[src/rtl/wb_arbiter2_pkg.sv]
// Shared types and helpers for the two-master Wishbone arbiter.
package wb_arbiter2_pkg;

    // Arbiter grant state; StAbort is only entered when the timeout feature is built in.
    typedef enum logic [1:0] {
        StIdle  = 2'd0,
        StGnt0  = 2'd1,
        StGnt1  = 2'd2,
        StAbort = 2'd3
    } arb_state_e;

    // Index of a requesting master (0 = instruction bus, 1 = data bus).
    typedef logic mst_idx_t;

    // Bits needed to hold values 0..max_count inclusive.
    function automatic int unsigned cnt_width(input int unsigned max_count);
        return (max_count < 1) ? 1 : $clog2(max_count + 1);
    endfunction

endpackage

[src/rtl/wb_if.sv]
// Wishbone B4 pipelined bus bundle, 32-bit address/data with byte selects.
interface wb_if;
    logic        cyc;
    logic        stb;
    logic        we;
    logic [3:0]  sel;
    logic [31:0] adr;
    logic [31:0] dat_m;
    logic [31:0] dat_s;
    logic        ack;
    logic        err;
    logic        stall;

    modport master (
        output cyc, stb, we, sel, adr, dat_m,
        input  dat_s, ack, err, stall
    );

    modport slave (
        input  cyc, stb, we, sel, adr, dat_m,
        output dat_s, ack, err, stall
    );
endinterface

[src/rtl/wb_arb_rr2.sv]
// Two-requester round-robin picker: on a tie the requester that was not granted last wins.
module wb_arb_rr2
    import wb_arbiter2_pkg::*;
(
    input  logic [1:0] req_i,
    input  mst_idx_t   last_grant_i,
    output mst_idx_t   grant_o,
    output logic       valid_o
);

    // Pick the single requester, or alternate away from the last winner on a tie.
    always_comb begin
        valid_o = |req_i;
        case (req_i)
            2'b01:   grant_o = 1'b0;
            2'b10:   grant_o = 1'b1;
            2'b11:   grant_o = ~last_grant_i;
            default: grant_o = 1'b0;
        endcase
    end

endmodule

[src/rtl/wb_arbiter2.sv]
// Two-master to one-slave Wishbone B4 pipelined arbiter with bus-cycle granular
// round-robin grants and outstanding-transfer tracking.
// Optional feature macro: WB_ARB_TIMEOUT_EN (hung-slave timeout and ABORT state).
module wb_arbiter2
    import wb_arbiter2_pkg::*;
#(
    parameter int unsigned MaxOutstanding = 4,
    parameter int unsigned TimeoutCycles  = 256
) (
    input  logic clk,
    input  logic rst_n,
    wb_if.slave  m0_wb,
    wb_if.slave  m1_wb,
    wb_if.master s_wb
);

    localparam int unsigned    CntW   = cnt_width(MaxOutstanding);
    localparam logic [CntW-1:0] CntMax = CntW'(MaxOutstanding);

    if (MaxOutstanding == 0 || TimeoutCycles == 0) begin : g_bad_cfg
        $error("wb_arbiter2: MaxOutstanding and TimeoutCycles must be non-zero");
    end

    arb_state_e      state_q, state_d;
    mst_idx_t        last_grant_q, last_grant_d;
    logic [CntW-1:0] outstanding_q, outstanding_d;

    mst_idx_t    rr_grant;
    logic        rr_valid;

    mst_idx_t    own_idx;
    logic        own_cyc, own_stb, own_we;
    logic [3:0]  own_sel;
    logic [31:0] own_adr, own_dat_m;

    logic granted, at_limit, stall_own, accept, resp, dec, timeout;

    wb_arb_rr2 u_rr (
        .req_i        ({m1_wb.cyc, m0_wb.cyc}),
        .last_grant_i (last_grant_q),
        .grant_o      (rr_grant),
        .valid_o      (rr_valid)
    );

    // Select the bus of the current/last owner; last_grant_q always names it.
    always_comb begin
        own_idx = last_grant_q;
        if (own_idx) begin
            own_cyc   = m1_wb.cyc;
            own_stb   = m1_wb.stb;
            own_we    = m1_wb.we;
            own_sel   = m1_wb.sel;
            own_adr   = m1_wb.adr;
            own_dat_m = m1_wb.dat_m;
        end else begin
            own_cyc   = m0_wb.cyc;
            own_stb   = m0_wb.stb;
            own_we    = m0_wb.we;
            own_sel   = m0_wb.sel;
            own_adr   = m0_wb.adr;
            own_dat_m = m0_wb.dat_m;
        end
    end

    // Handshake qualifiers shared by the slave mux, master mux and counter.
    always_comb begin
        granted   = (state_q == StGnt0) || (state_q == StGnt1);
        at_limit  = (outstanding_q == CntMax);
        stall_own = s_wb.stall | at_limit | timeout;
        // stb is withheld at the limit so the slave never accepts what the master saw stalled
        accept    = granted & own_cyc & own_stb & ~at_limit & ~timeout & ~s_wb.stall;
        resp      = granted & own_cyc & (s_wb.ack | s_wb.err);
        dec       = resp & (outstanding_q != '0);
    end

`ifdef WB_ARB_TIMEOUT_EN
    localparam int unsigned TmrW = cnt_width(TimeoutCycles);

    logic [TmrW-1:0] timer_q, timer_d;
    logic            tmr_en;

    // Count response-less cycles while transfers are pending; any response clears it.
    always_comb begin
        tmr_en  = granted & own_cyc & (outstanding_q != '0) & ~(s_wb.ack | s_wb.err);
        timer_d = tmr_en ? timer_q + 1'b1 : '0;
        timeout = tmr_en & (timer_q == TmrW'(TimeoutCycles - 1));
    end

    // Timer register.
    always_ff @(posedge clk) begin
        if (!rst_n) begin
            timer_q <= '0;
        end else begin
            timer_q <= timer_d;
        end
    end
`else
    assign timeout = 1'b0;
`endif

    // Slave port: combinational copy of the owner while granted, idle otherwise.
    always_comb begin
        s_wb.cyc   = 1'b0;
        s_wb.stb   = 1'b0;
        s_wb.we    = 1'b0;
        s_wb.sel   = '0;
        s_wb.adr   = '0;
        s_wb.dat_m = '0;
        if (granted) begin
            s_wb.cyc   = own_cyc & ~timeout;
            s_wb.stb   = own_cyc & own_stb & ~at_limit & ~timeout;
            s_wb.we    = own_we;
            s_wb.sel   = own_sel;
            s_wb.adr   = own_adr;
            s_wb.dat_m = own_dat_m;
        end
    end

    // Master ports: only the granted owner sees responses; everyone else is stalled.
    always_comb begin
        m0_wb.dat_s = s_wb.dat_s;
        m0_wb.ack   = 1'b0;
        m0_wb.err   = 1'b0;
        m0_wb.stall = 1'b1;
        m1_wb.dat_s = s_wb.dat_s;
        m1_wb.ack   = 1'b0;
        m1_wb.err   = 1'b0;
        m1_wb.stall = 1'b1;
        if (granted) begin
            if (own_idx) begin
                m1_wb.ack   = resp & s_wb.ack;
                m1_wb.err   = (resp & s_wb.err) | timeout;
                m1_wb.stall = stall_own;
            end else begin
                m0_wb.ack   = resp & s_wb.ack;
                m0_wb.err   = (resp & s_wb.err) | timeout;
                m0_wb.stall = stall_own;
            end
        end
    end

    // Next grant state, round-robin history and outstanding count.
    always_comb begin
        state_d       = state_q;
        last_grant_d  = last_grant_q;
        outstanding_d = outstanding_q;
        unique case (state_q)
            StIdle: begin
                if (rr_valid) begin
                    state_d      = rr_grant ? StGnt1 : StGnt0;
                    last_grant_d = rr_grant;
                end
            end
            StGnt0, StGnt1: begin
                if (!own_cyc) begin
                    // Release (or master abort): late slave responses are dropped.
                    state_d       = StIdle;
                    outstanding_d = '0;
                end else if (timeout) begin
                    state_d       = StAbort;
                    outstanding_d = '0;
                end else begin
                    outstanding_d = outstanding_q + CntW'(accept) - CntW'(dec);
                end
            end
            StAbort: begin
                if (!own_cyc) begin
                    state_d = StIdle;
                end
            end
        endcase
    end

    // State registers with synchronous active-low reset.
    always_ff @(posedge clk) begin
        if (!rst_n) begin
            state_q       <= StIdle;
            last_grant_q  <= 1'b1;
            outstanding_q <= '0;
        end else begin
            state_q       <= state_d;
            last_grant_q  <= last_grant_d;
            outstanding_q <= outstanding_d;
        end
    end

endmodule

[src/flat_wrapper.sv]
// flat-port wrapper written by rule: the top's interface ports become plain ports
module wb_arbiter2_flat import wb_arbiter2_pkg::*;
#(
    parameter int unsigned MaxOutstanding = 4,
    parameter int unsigned TimeoutCycles  = 256
)
  (clk, rst_n, m0_wb_cyc, m0_wb_stb, m0_wb_we, m0_wb_sel, m0_wb_adr, m0_wb_dat_m, m0_wb_dat_s, m0_wb_ack, m0_wb_err, m0_wb_stall, m1_wb_cyc, m1_wb_stb, m1_wb_we, m1_wb_sel, m1_wb_adr, m1_wb_dat_m, m1_wb_dat_s, m1_wb_ack, m1_wb_err, m1_wb_stall, s_wb_cyc, s_wb_stb, s_wb_we, s_wb_sel, s_wb_adr, s_wb_dat_m, s_wb_dat_s, s_wb_ack, s_wb_err, s_wb_stall);
  wb_if m0_wb_i ();
  wb_if m1_wb_i ();
  wb_if s_wb_i ();
  input  logic clk;
  input  logic rst_n;
  input wire logic [$bits(m0_wb_i.cyc)-1:0] m0_wb_cyc;
  input wire logic [$bits(m0_wb_i.stb)-1:0] m0_wb_stb;
  input wire logic [$bits(m0_wb_i.we)-1:0] m0_wb_we;
  input wire logic [$bits(m0_wb_i.sel)-1:0] m0_wb_sel;
  input wire logic [$bits(m0_wb_i.adr)-1:0] m0_wb_adr;
  input wire logic [$bits(m0_wb_i.dat_m)-1:0] m0_wb_dat_m;
  output wire logic [$bits(m0_wb_i.dat_s)-1:0] m0_wb_dat_s;
  output wire logic [$bits(m0_wb_i.ack)-1:0] m0_wb_ack;
  output wire logic [$bits(m0_wb_i.err)-1:0] m0_wb_err;
  output wire logic [$bits(m0_wb_i.stall)-1:0] m0_wb_stall;
  input wire logic [$bits(m1_wb_i.cyc)-1:0] m1_wb_cyc;
  input wire logic [$bits(m1_wb_i.stb)-1:0] m1_wb_stb;
  input wire logic [$bits(m1_wb_i.we)-1:0] m1_wb_we;
  input wire logic [$bits(m1_wb_i.sel)-1:0] m1_wb_sel;
  input wire logic [$bits(m1_wb_i.adr)-1:0] m1_wb_adr;
  input wire logic [$bits(m1_wb_i.dat_m)-1:0] m1_wb_dat_m;
  output wire logic [$bits(m1_wb_i.dat_s)-1:0] m1_wb_dat_s;
  output wire logic [$bits(m1_wb_i.ack)-1:0] m1_wb_ack;
  output wire logic [$bits(m1_wb_i.err)-1:0] m1_wb_err;
  output wire logic [$bits(m1_wb_i.stall)-1:0] m1_wb_stall;
  output wire logic [$bits(s_wb_i.cyc)-1:0] s_wb_cyc;
  output wire logic [$bits(s_wb_i.stb)-1:0] s_wb_stb;
  output wire logic [$bits(s_wb_i.we)-1:0] s_wb_we;
  output wire logic [$bits(s_wb_i.sel)-1:0] s_wb_sel;
  output wire logic [$bits(s_wb_i.adr)-1:0] s_wb_adr;
  output wire logic [$bits(s_wb_i.dat_m)-1:0] s_wb_dat_m;
  input wire logic [$bits(s_wb_i.dat_s)-1:0] s_wb_dat_s;
  input wire logic [$bits(s_wb_i.ack)-1:0] s_wb_ack;
  input wire logic [$bits(s_wb_i.err)-1:0] s_wb_err;
  input wire logic [$bits(s_wb_i.stall)-1:0] s_wb_stall;
  assign m0_wb_i.cyc = m0_wb_cyc;
  assign m0_wb_i.stb = m0_wb_stb;
  assign m0_wb_i.we = m0_wb_we;
  assign m0_wb_i.sel = m0_wb_sel;
  assign m0_wb_i.adr = m0_wb_adr;
  assign m0_wb_i.dat_m = m0_wb_dat_m;
  assign m0_wb_dat_s = m0_wb_i.dat_s;
  assign m0_wb_ack = m0_wb_i.ack;
  assign m0_wb_err = m0_wb_i.err;
  assign m0_wb_stall = m0_wb_i.stall;
  assign m1_wb_i.cyc = m1_wb_cyc;
  assign m1_wb_i.stb = m1_wb_stb;
  assign m1_wb_i.we = m1_wb_we;
  assign m1_wb_i.sel = m1_wb_sel;
  assign m1_wb_i.adr = m1_wb_adr;
  assign m1_wb_i.dat_m = m1_wb_dat_m;
  assign m1_wb_dat_s = m1_wb_i.dat_s;
  assign m1_wb_ack = m1_wb_i.ack;
  assign m1_wb_err = m1_wb_i.err;
  assign m1_wb_stall = m1_wb_i.stall;
  assign s_wb_cyc = s_wb_i.cyc;
  assign s_wb_stb = s_wb_i.stb;
  assign s_wb_we = s_wb_i.we;
  assign s_wb_sel = s_wb_i.sel;
  assign s_wb_adr = s_wb_i.adr;
  assign s_wb_dat_m = s_wb_i.dat_m;
  assign s_wb_i.dat_s = s_wb_dat_s;
  assign s_wb_i.ack = s_wb_ack;
  assign s_wb_i.err = s_wb_err;
  assign s_wb_i.stall = s_wb_stall;
  wb_arbiter2 #(.MaxOutstanding(MaxOutstanding), .TimeoutCycles(TimeoutCycles)) u_core (.clk(clk), .rst_n(rst_n), .m0_wb(m0_wb_i), .m1_wb(m1_wb_i), .s_wb(s_wb_i));
endmodule
[config.mk]
export PLATFORM = sky130hd
export DESIGN_NAME = wb_arbiter2_flat
export DESIGN_NICKNAME = d
export VERILOG_FILES = /design/src/rtl/wb_arbiter2_pkg.sv /design/src/rtl/wb_if.sv /design/src/rtl/wb_arb_rr2.sv /design/src/rtl/wb_arbiter2.sv /design/src/flat_wrapper.sv
export SDC_FILE = /design/constraint.sdc
export NUM_CORES = 1
export LEC_CHECK = 0
export CAP_MARGIN = 40
export CORE_AREA = 3 3 124 126
export DETAILED_ROUTE_END_ITERATION = 6
export DIE_AREA = 0 0 127 129
export PLACE_DENSITY_LB_ADDON = 0.15
export SLEW_MARGIN = 20
export SYNTH_ARGS = -nofsm -noshare
export SYNTH_HDL_FRONTEND = slang
export SYNTH_SLANG_ARGS = --single-unit
[constraint.sdc]
create_clock -name clk -period 3.2 [get_ports clk]
set_input_delay 0.8 -clock clk [delete_from_list [all_inputs] [get_ports clk]]
set_output_delay 0.8 -clock clk [all_outputs]
set_load 0.02 [all_outputs]
# After elaboration in Yosys (flattened, before gate mapping)
# Index checks and enable logic that the tools add are counted.
# totals
register_bits	6
in_bits	179
output_inout_bits	141
wordCells	66
# classes
n_addsub	2
eq_ne	8
mux	30
bitwise_logic	15
n_reduce_logical	8
# ops
operator	count
$mux W32	4
$mux W1	18
$and A1 B1 Y1	10
$eq A2 B2 Y1 const B	4
$mux W4	2
$mux W2	3
$pmux W2 S2	1
$reduce_and A2 Y1	2
$reduce_or A2 Y1	2
$add A3 B1 Y3	1
$eq A3 B3 Y1 const B	1
$mux W3	1
$not A1 Y1	3
$reduce_bool A3 Y1	1
$reduce_or A3 Y1	1
$sub A3 B1 Y3	1
$eq A2 B1 Y1 const B	1
$logic_not A2 Y1	1
$ne A2 B1 Y1 const B	1
$ne A2 B2 Y1 const B	1
$or A1 B1 Y1	2
$pmux W1 S2	1
$logic_or A1 B1 Y1	1

# Longest topological paths before layout
# depth
word_depth	9
ltp_mapped	12
depth_no_buf	12

# Hierarchy
# Synthesis repeated with hierarchy kept, for this count alone.
# unflattened
cells_unflattened	280
hier_area_um2	2050.7
# by_module_without_submodules
module	n_inst	cells_per_inst	area_per_inst_um2	seq_area_each_um2
wb_arbiter2	1	278	2037.0	120.1
wb_arb_rr2	1	2	13.8	0.0

# Least setup slack after synthesis
# Ideal clock, no wire load.
# synth_path
kind	input -> register
from	input port m0_wb_cyc
to	register u_core.outstanding_q[2]
setup_time_ns	0.125
arrival_time_ns	2.507
required_time_ns	3.075
slack_ns	0.568
cell_stages	11
n_path_buf	0
cell_sequence	mux2_4 nand2_4 a211oi_1 ha_1 inv_1 ha_1 inv_1 fa_1 xnor2_1 a21oi_1 o32ai_2
# synth_between
elab_chain_len	8
elab_cells_between_ends	10
cone_classes	add/sub: 2; mux: 2; bitwise: 6
# synth_lines
element	line_no	text
start, declared	flat_wrapper.sv:13	input wire logic [$bits(m0_wb_i.cyc)-1:0] m0_wb_cyc;
$mux W1 *	wb_arbiter2.sv:48	if (own_idx) begin
$and A1 B1 Y1	wb_arbiter2.sv:71, wb_arbiter2.sv:72	
$and A1 B1 Y1 (3 in series)	wb_arbiter2.sv:71	accept = granted & own_cyc & own_stb & ~at_limit & ~timeout & ~s_wb.stall;
$add A3 B1 Y3	wb_arbiter2.sv:163	outstanding_d = outstanding_q + CntW'(accept) - CntW'(dec);
$sub A3 B1 Y3	wb_arbiter2.sv:163	
$mux W3 *	wb_arbiter2.sv:155	if (!own_cyc) begin
end signal, assigned	wb_arbiter2.sv:183	outstanding_q <= outstanding_d;
end, declared	wb_arbiter2.sv:26	logic [CntW-1:0] outstanding_q, outstanding_d;
# Every way passes the cells marked *; elsewhere a longest branch is shown, timed or not.
# A chain may end at the register's enable or synchronous reset.

# Worst setup path in the final report
# layout_path
from	register u_core.state_q[0]
to	output port s_wb_sel[2]
# layout_between
elab_chain_len	3
elab_cells_between_ends	4
cone_classes	eq/ne: 2; mux: 1; reduce/logical: 1
# layout_lines
element	line_no	text
start, declared	wb_arbiter2.sv:24	arb_state_e state_q, state_d;
start signal, assigned	wb_arbiter2.sv:177	state_q <= StIdle;
start signal, assigned	wb_arbiter2.sv:181	state_q <= state_d;
$eq A2 B1 Y1 / $eq A2 B2 Y1 (equally long branches)	wb_arbiter2.sv:67	granted = (state_q == StGnt0) || (state_q == StGnt1);
$logic_or A1 B1 Y1 *	wb_arbiter2.sv:67	
named net u_core.granted	wb_arbiter2.sv:36	logic granted, at_limit, stall_own, accept, resp, dec, timeout;
$mux W4 *	wb_arbiter2.sv:109	if (granted) begin
end, declared	flat_wrapper.sv:36	output wire logic [$bits(s_wb_i.sel)-1:0] s_wb_sel;
# The timed path passes the listed nets; every way through them passes the cells marked *.

==> flow_summary.yaml <==
timing:
  period_needed_ps: 3040
  report.final.setup_viol: 0
  hold_viol: 0
  drv_slew: 0
  rsz0062_at_grt: "false"
  post-route-period-util_pct: 95.1
  finalSetupTns_ps: 0
  fin_skew_ps: 0.313
  holdWs_ps: 495
  tightest_slew_ps: 352
  max_freq_mhz: 329
  slew_headroom_pct: 76.4
place:
  numPortBuffers: 223
  dp_cells: 619
  hpwlAfterDp_mm: 7.67
  gp_congestion: 0.796
global_routing:
  antenna_found_initial: 0
  grt_pass1_wl_mm: 13.3
  track_usage_pct: 10.0
  grt_use_met1_pct: 11.0
  busiest_layer: "met2"
  use_met3_pct: 4.03
  grt_max_degree: 31
  grt_pass1_vias: 2454
  grt-ovfl-total: 0
  grt.met2_usage_pct: 18.2
floorplanning:
  fp-row-count: 44
  fp.dieH_um: 129
  fp.dieW_um: 127
  ioPinCount: 320
  core-area_mm2: 0.0144
  dieArea_mm2: 0.0164
  start_util_pct: 14.2
pwr:
  p_sw_w: 0.000495
  power_frac_comb_pct: 75.8
  clockPowerShare_pct: 16.7
  pwr-share-seq_pct: 7.5
  p_int_w: 0.000759
  p_leak_nw: 1.91
  peakVddDrop_mv: 0.164
  powerDensity_mw_per_mm2: 304
  swShare_pct: 39.5
critical_path:
  arrival_ps: 2240
  slowest_stage: "clkdlybuf4s50_1"
  path_max_fanout: 24
  path_delay_family: "buffers and inverters"
  start_kind: "register"
  worst-path-buf-inv: 4
  cp_cell_sequence: "inv_1, ha_1, inv_2, buf_12, nor2_1, clkdlybuf4s50_1"
  path_class: "reg2out"
  cp.required_ps: 2400
  slowest_delay_ps: 640
  end_kind: "output pin"
drt:
  vias: 2420
  drt_first_pass_iters: 3
  routedWlPerCell_um: 14.8
  drt-total-wl_mm: 9.25
  drcViolationCount: 0
  drtIter0Drc: 51
  vias_per_cell: 3.88
  ant_nets: 0
clocking:
  path_clk_slew_ps: 30
  cts_max_path_buffers: 2
  cts_root_buf: "clkbuf_16"
  cts_sinks: 6
  clk_latency_ps: 230
  tritoncts: "done"
  cts_setup_buffers: 0
  postCtsHoldBufs: 0
  h-tree-depth: 1
  tritoncts.num_buffers: 3
layout:
  area_delta_synth_final_pct: 101
  drive_gt1_share_pct: 4.56
  diodes: 0
  fillerInstances: 1567
  instances_no_fill: 623
  layout.nets: 623
synth:
  syn_area_per_cell_um2: 7.28
  yosysWarnings: 0
  synth_seq_area_share_pct: 5.85
  netlist_instances: 282
  ys_types: 34
  syn_area_mm2: 0.00205
  ys_ff_latch: 6
  synthesis.nets: 465
worst_hold_path:
  hold_path.class: "reg2reg"
status:
  status: "finished clean"
job:
  maxCapViolCount: 0
sequential cells by signal, indices dropped and copies added, names as in the netlist:
register / flops
u_core.state_q: 2
u_core.last_grant_q: 1
u_core.outstanding_q: 3
cells in the mapped netlist:
cell type  count  area share, %
nor3b_1        1           0.37
a211oi_1       3            1.1
o21ai_0        1           0.24
buf_6          6            3.3
o32ai_2        1           0.79
dfxtp_1        6            5.9
fa_1           1           0.98
o31a_1         1           0.43
a31oi_1        1           0.30
nand2_4        1           0.55
xnor2_1        1           0.43
nor2b_1        3           0.91
nor2_1        71             13
nand2_1        8            1.5
clkbuf_1       2           0.37
and3_1         5            1.5
inv_1          8            1.5
nand2b_1       1           0.30
mux2_4         1           0.73
o21a_1         1           0.37
a22o_1         1           0.43
buf_4         64             23
ha_1           3            1.8
buf_2          8            2.0
inv_2          1           0.18
nand3b_1       2           0.73
mux2i_1       70             34
a21boi_0       2           0.73
o211ai_1       1           0.37
buf_1          1           0.18
nor3_1         1           0.24
nand3_1        1           0.24
nor4b_1        1           0.43
a21oi_1        3           0.73
cell type report:
class                      count  area (um^2)  share of cell area [%]
sequential                     6          124                    3.00
timing repair buffer         234         2360                    57.2
multi-input combinational    186         1300                    31.5
clock buffer                   4         78.8                    1.91
inverter                       9         33.8                   0.818
tap                          184          230                    5.58
routing by layer:
layer | wire length [um] | vias to the layer above
li1 | - | 1185
met1 | 3360 | 1029
met3 | 1170 | 21
met5 | 0 | -
met2 | 4580 | 185
met4 | 141 | 0
worst register-to-register path: cells and delay by family, from the launching register on:
family | cells | cell delay, ps
flip-flops | 1 | 340
AND/OR/NAND/NOR | 1 | 200
AO/OA/AOI/OAI | 3 | 630
buffers and inverters | 3 | 290
adder cells (fa/ha/maj) | 3 | 940
XOR/XNOR | 1 | 170
path summary, 6_finish.rpt:
kind | from | end | slack (ps) | cells past startpoint
setup / recovery | u_core.state_q[0] | s_wb_sel[2] | 160 | 6
hold / removal | u_core.outstanding_q[0] | u_core.outstanding_q[0] | 490 | 2
setup reg to reg | u_core.state_q[0] | u_core.outstanding_q[2] | 510 | 11
hold reg to reg | u_core.outstanding_q[0] | u_core.outstanding_q[0] | 490 | 2
cell families after synthesis:
kind of cell | synth area share, %
adders and majority gates | 2.80
DFF | 5.85
AOI/OAI and AO/OA | 5.48
muxes | 34.9
xor gates and xnor gates | 0.427
buffers and inverters | 30.8
and+or+nand+nor | 19.7
power groups by stage:
stage	clock [W]	combinational (W)	sequential [W]
CTS	0.000215	0.000971	0.0000942
floorplan	0	0.000585	0.0000824
detailed placement	0	0.000969	0.0000954
global route	0.000218	0.00102	0.0000952
global placement	0	0.000967	0.0000951
finish	0.000209	0.000951	0.0000941
cell usage in the layout (no fill, tap or decap):
cell	count
a211oi_1	3
a21boi_0	2
a21oi_1	3
a22o_1	1
a31oi_1	1
and3_1	5
buf_12	4
buf_4	7
clkbuf_1	1
clkbuf_16	3
clkdlybuf4s50_1	217
dfxtp_1	5
dfxtp_4	1
dlygate4sd2_1	5
dlymetal6s2s_1	1
fa_1	1
ha_1	3
inv_1	7
inv_2	2
mux2_4	1
mux2i_1	70
nand2_1	8
nand2_4	1
nand2b_1	1
nand3_1	1
nand3b_1	2
nor2_1	71
nor2b_1	3
nor3_1	1
nor3b_1	1
nor4b_1	1
o211ai_1	1
o21a_1	1
o21ai_0	1
o31a_1	1
o32ai_2	1
xnor2_1	1
metrics by stage:
| step | utilization [%] | total power (W) | area [um^2] | worst slack [ps] |
|---|---|---|---|---|
| 5_1_grt | 28.6 | 0.00133 | 4130 | 0.538 |
| 6_report | 28.6 | 0.00125 | 4130 | 158 |
| 4_1_cts | 28.6 | 0.00128 | 4130 | 22.4 |
| 3_3_place_gp | 28.1 | 0.00106 | 4050 | -47.0 |
| 3_5_place_dp | 28.1 | 0.00106 | 4050 | -105 |
| 2_1_floorplan | - | 0.000667 | 2050 | 568 |
what timing repair did:
item / CTS / global route
resized for setup: 5 / 1
setup endpoints to repair: 5 / 1
pin swaps: 0 / 0
Power figures use the tool's default switching activity.
